**config.mk**
```make
export PLATFORM = sky130hd
export DESIGN_NAME = barrel_shift_arbiter
export DESIGN_NICKNAME = d
export VERILOG_FILES = /design/src/rtl/barrel_shift_arbiter.sv
export SDC_FILE = /design/constraint.sdc
export NUM_CORES = 1
export LEC_CHECK = 0
export ABC_AREA = 0
export CAP_MARGIN = 25
export CORE_MARGIN = 5
export CORE_UTILIZATION = 26
export CTS_BUF_LIST = sky130_fd_sc_hd__clkbuf_16
export DETAILED_ROUTE_END_ITERATION = 8
export GPL_ROUTABILITY_DRIVEN = 0
export PLACE_DENSITY = 0.47
export SETUP_SLACK_MARGIN = 0.5
export SLEW_MARGIN = 40
export SYNTH_ARGS = -nofsm -noshare
export SYNTH_HDL_FRONTEND = slang
export SYNTH_HIERARCHICAL = 1
export SYNTH_SLANG_ARGS = --single-unit
export TNS_END_PERCENT = 20
```
**constraint.sdc**
```tcl
create_clock -name clk -period 3.61 [get_ports clk]
set_input_delay 0.361 -clock clk [delete_from_list [all_inputs] [get_ports clk]]
set_output_delay 0.361 -clock clk [all_outputs]
set_load 0.005 [all_outputs]
```
**src/rtl/barrel_shift_arbiter.sv**
```systemverilog
// barrel_shift_arbiter: round-robin sharing of one 8-bit logical barrel shifter between two requesters
module barrel_shifter (
  input  logic [7:0] data,
  input  logic [2:0] shamt,
  input  logic       dir,
  output logic [7:0] result
);
  logic [7:0] s1, s2;
  always_comb begin
    s1 = shamt[0] ? (dir ? {data[6:0], 1'b0} : {1'b0, data[7:1]}) : data;
    s2 = shamt[1] ? (dir ? {s1[5:0], 2'b0} : {2'b0, s1[7:2]}) : s1;
    result = shamt[2] ? (dir ? {s2[3:0], 4'b0} : {4'b0, s2[7:4]}) : s2;
  end
endmodule

module barrel_shift_arbiter (
  input  logic       clk,
  input  logic       rst,
  input  logic       req0,
  input  logic       req1,
  input  logic [7:0] in0,
  input  logic [7:0] in1,
  input  logic [2:0] shamt0,
  input  logic [2:0] shamt1,
  input  logic       dir0,
  input  logic       dir1,
  output logic       gnt0,
  output logic       gnt1,
  output logic       out_valid,
  output logic [7:0] out_data,
  output logic       out_id,
  input  logic       out_ready
);
  typedef enum logic [1:0] {IDLE, SHIFT, HOLD} state_t;
  state_t state;
  logic last_id, cur_id, op_dir, sel;
  logic [7:0] op_data, shifted;
  logic [2:0] op_shamt;
  // on contention the requester that did not win last time goes first
  assign sel = (req0 & req1) ? ~last_id : req1;
  barrel_shifter u_shifter (
    .data(op_data),
    .shamt(op_shamt),
    .dir(op_dir),
    .result(shifted)
  );
  always_ff @(posedge clk or posedge rst) begin
    if (rst) begin
      state <= IDLE;
      gnt0 <= 1'b0;
      gnt1 <= 1'b0;
      out_valid <= 1'b0;
      out_data <= 8'h00;
      out_id <= 1'b0;
      last_id <= 1'b1;
      cur_id <= 1'b0;
      op_data <= 8'h00;
      op_shamt <= 3'd0;
      op_dir <= 1'b0;
    end else begin
      gnt0 <= 1'b0;
      gnt1 <= 1'b0;
      case (state)
        IDLE: if (req0 | req1) begin
          op_data <= sel ? in1 : in0;
          op_shamt <= sel ? shamt1 : shamt0;
          op_dir <= sel ? dir1 : dir0;
          cur_id <= sel;
          last_id <= sel;
          gnt0 <= ~sel;
          gnt1 <= sel;
          state <= SHIFT;
        end
        SHIFT: begin
          out_data <= shifted;
          out_id <= cur_id;
          out_valid <= 1'b1;
          state <= HOLD;
        end
        HOLD: if (out_ready) begin
          out_valid <= 1'b0;
          state <= IDLE;
        end
        default: state <= IDLE;
      endcase
    end
  end
endmodule

```
# [Word level (Yosys, flattened, before mapping)]
# Index checks and enable logic that the tools add are counted.
[totals] register_bits=28 in_bits=29 elab_cells=43
[op_classes] eq_ne=4 mux=19 n_bitwise=4 reduce_logical=5
[ops] op="$mux W8" n=7
[ops] op="$mux W1" n=7
[ops] op="$pmux W2 S3" n=1
[ops] op="$reduce_and A2 Y1" n=3
[ops] op="$mux W2" n=2
[ops] op="$ne A2 B2 Y1 const B" n=2
[ops] op="$mux W3" n=1
[ops] op="$eq A2 B1 Y1 const B" n=1
[ops] op="$eq A2 B2 Y1 const B" n=1
[ops] op="$logic_not A2 Y1" n=1
[ops] op="$not A1 Y1" n=2
[ops] op="$pmux W1 S2" n=1
[ops] op="$reduce_bool A2 Y1" n=1
[ops] op="$and A1 B1 Y1" n=1
[ops] op="$or A1 B1 Y1" n=1

# [Logic depth before layout (Yosys ltp)]
[logic_depth] word_depth=6 depth_mapped=7 ltp_nobuf=5

# [Hierarchy]
# Netlist, hierarchy kept.
[modules_own_cells] module="barrel_shift_arbiter" n_inst=1 cells_per_inst=96 area_each_um2=1159.9 seq_area_each_um2=701.9
[modules_own_cells] module="barrel_shifter" n_inst=1 cells_per_inst=74 area_each_um2=575.6 seq_area_each_um2=0.0

# [Worst setup path before layout]
# OpenSTA, ideal clock, no wires.
[synth_timing] path_kind="register to register" startpoint="reg op_dir" endpoint="reg out_data[7]" arrival_time_ns=1.415 slack_ns=2.070 path_stages_with_launch=5 path_cell_list="dfrtp_1 mux4_1 mux2i_1 o21ai_1 mux2_2"
[synth_via] elab_chain_len=6
[synth_rtl] item="start, declared" line="36" rtl="logic last_id, cur_id, op_dir, sel;"
[synth_rtl] item="start signal, assigned" line="67" rtl="op_dir <= sel ? dir1 : dir0;"
[synth_rtl] item="$mux W8 (2 in a row)" line="10" rtl="s1 = shamt[0] ? (dir ? {data[6:0], 1'b0} : {1'b0, data[7:1]}) : data;"
[synth_rtl] item="$mux W8 (2 in a row)" line="11" rtl="s2 = shamt[1] ? (dir ? {s1[5:0], 2'b0} : {2'b0, s1[7:2]}) : s1;"
[synth_rtl] item="$mux W8" line="12" rtl="result = shamt[2] ? (dir ? {s2[3:0], 4'b0} : {4'b0, s2[7:4]}) : s2;"
[synth_rtl] item="$mux W8 (*)" line="12"
[synth_rtl] item="named net shifted[7]" line="37" rtl="logic [7:0] op_data, shifted;"
[synth_rtl] item="end signal, assigned" line="75" rtl="out_data <= shifted;"
[synth_rtl] item="end, declared" line="30" rtl="output logic [7:0] out_data,"
# The timed path passes the listed nets; every way through them passes the cells marked *.
# A chain may end at the register's enable or synchronous reset.

# [Worst setup path after layout]
# Same ends and word-level chain as after synthesis.

==> results.toml <==
[synth]
ys_ff_latch = 28
yosysTopAreaCell = "dfrtp_1"
syn_area_mm2 = 0.001735
synth.distinct_cells = 43
syn_nets = 199
ys_async_sr_fraction_pct = 100.0
yosys_warnings = 6
syn-instance-count = 170
avgSynthCellArea_um2 = 10.21
yosysSeqAreaShare_pct = 40.45
synth-edff-count = 0
synth_area_leaders = "dfrtp_1 39%, mux2i_1 8.1%, mux2_2 6.5%, a221o_1 3.5%, buf_6 3.2%"
synth_ff_type = "dfrtp_1"
synth_top_area_share_pct = 38.93

[power]
comb_power_share_pct = 46.9
power_switching_uw = 792.7
ir_drop_v = 0.0003516
p_int_uw = 1239
p_per_area_mw_per_mm2 = 908.8
seqPwrFrac_pct = 36.8
p_clk_share_pct = 16.3
switching_share_pct = 39.01
p_leak_uw = 0.0009728
p_total_uw = 2032

[cts]
cts_root_buf = "clkbuf_16"
cts_tree = "built"
cts_resized = 0
cts_made_buffers = 3
clock_latency_ns = 0.27
cts_setup_buffers = 0
clock_path_buffers = 2
cts.sinks = 28
htreeDepth = 1
clk_pin_slew_ns = 0.07
ctsHoldBuffers = 0

[timing]
fin_hold_ws_ns = 0.4650
rsz0062_at_grt = "no"
tightest_slew_ns = 0.8242
relSlewSlack_pct = 45.05
period_needed_ns = 2.117
setup_viol = 0
period_share_pct = 58.64
setup_tns_ns = 0
finalClockSkew_ns = 0.003526
finalHoldViolations = 0
max_freq_mhz = 472.4
maxSlewViolCount = 0

[detailed_routing]
firstDrtPassIters = 4
detail_route.vias_per_cell = 4.921
first_iter_violations = 74
drtAntennaViolNets = 0
wl_mm = 4.123
drc = 0
wire_per_inst_um = 14.83
vias = 1368

[worst_setup_path]
worstSetupPathType = "reg2reg"
r2r-start = "op_dir$_DFFE_PP0P_"
r2r_end = "out_data[7]$_DFFE_PP0P_"
crit_path_top_delay_cell = "dfrtp_1"
cp_num_cells = 4
rr_worst_depth = 4
worstSetupStartpoint = "op_dir$_DFFE_PP0P_"
cp.arrival_ns = 2.27
r2r_slack_ns = 1.49
critPathTopFamily = "multiplexers"
cp_cell_sequence = "mux4_1 > mux2i_1 > o21ai_1 > mux2_2"
required_ns = 3.77
cp-start-kind = "flop"
cp_num_buf_inv = 0
worstSetupEndpointType = "flop"
crit_path_max_fanout = 22
critPathCapture = "out_data[7]$_DFFE_PP0P_"
max_stage_delay_ns = 0.85

[finish]
post-route-util_pct = 34.81
layout_common_cells = "40 x clkdlybuf4s50_1, 26 x dfrtp_1, 15 x nand2_1, 14 x mux2i_1"
insertedDiodeCount = 0
layout_commonest_cell = "clkdlybuf4s50_1"
nets = 231
syn_to_final_growth_pct = 28.84
drive_gt1_share_pct = 15.42

[placement]
io_buffers = 40
hpwlAfterDp_mm = 3.114

[grt]
grt_pass1_wl_mm = 6.831
grt_pass1_vias = 1345
grt_remaining_overflow = 0
antenna_found_initial = 0
grt_usage_pct = 9.839
grt_max_degree = 29

[floorplanning]
die-height_um = 91.70
initial_utilization_pct = 27.02
die_area_mm2 = 0.008409
die_w_um = 91.70
fp-row-count = 29
core_mm2 = 0.006422
io_pins = 41

[run_status]
status = "finished, final reports clean"

[worst_hold_path]
hold_path_class = "in2async"

[job]
drv_cap = 0
==> registers in the layout (all words and copies together) (netlist names) <==
register and cells:
out_id 1, cur_id 1, out_data 8, gnt0 1, state 2, op_dir 1
op_data 8, out_valid 1, gnt1 1, op_shamt 3, last_id 1
==> area by class of cell <==
cell class / count / area (um2)
clock buffer: 3 / 75.07
timing repair buffer: 40 / 400.4
clock inverter: 1 / 30.03
inverter: 4 / 15.01
sequential: 28 / 703.2
fill: 656 / 4187
tap: 77 / 96.34
multi-input combinational: 125 / 915.9
==> power groups by stage <==
stage	sequential [uW]	combinational (uW)	clock [uW]
6_report	748	952	332
5_1_grt	786	1040	352
4_1_cts	746	967	338
3_5_place_dp	753	964	0
3_3_place_gp	751	964	0
2_1_floorplan	585	870	0
==> metrics by stage <==
stage | instance area, um2 | std cells | setup WS, ns
after global placement | 2127 | 274 | 1.354
after CTS | 2232 | 278 | 1.484
after detailed placement | 2127 | 274 | 1.492
after floorplan | 1735 | 170 | 2.070
final | 2236 | 278 | 1.493
after global routing | 2236 | 278 | 1.381
==> routing by layer <==
layer | track usage, % | wire length [um] | vias to the layer above
li1 | - | - | 686
met1 | 13.51 | 2035 | 644
met2 | 15.16 | 1809 | 32
met3 | 2.619 | 231 | 6
met4 | 2.970 | 46 | 0
met5 | 0 | 0 | -
==> synthesized netlist by cell type (3+ instances only) <==
cell and n:
a21oi_1 10, and3_1 7, nand2_1 15, dfrtp_1 27, buf_2 3, nor2_1 10, a21o_1 4, mux2_2 10
inv_1 4, a221o_1 6, mux2i_1 14, a21oi_2 3, buf_6 5, a31oi_1 6, o21ai_0 3, buf_4 3
o21ai_1 7, nand3_1 3
==> worst min-delay path by stage <==
stage | from | end | slack [ns] | depth (start not counted)
after detailed placement | cur_id$_DFFE_PP0P_ | cur_id$_DFFE_PP0P_ | 0.48 | 1
after global placement | cur_id$_DFFE_PP0P_ | cur_id$_DFFE_PP0P_ | 0.47 | 1
after floorplan | rst | cur_id$_DFFE_PP0P_ | 0.43 | 1
final | rst | out_data[2]$_DFFE_PP0P_ | 0.46 | 2
after CTS | rst | gnt0$_DFF_PP0_ | 0.50 | 2
after global routing | rst | state[1]$_DFFE_PP0P_ | 0.53 | 2
==> cells by family after synthesis <==
kind of cell / Yosys count / synth area share, %
buffers and inverters: 17 / 6.921
AOI/OAI and AO/OA: 51 / 21.34
and+or+nand+nor: 47 / 13.48
DFF: 28 / 40.45
muxes: 27 / 17.81
Note: power is estimated with default switching activity, not from simulation.
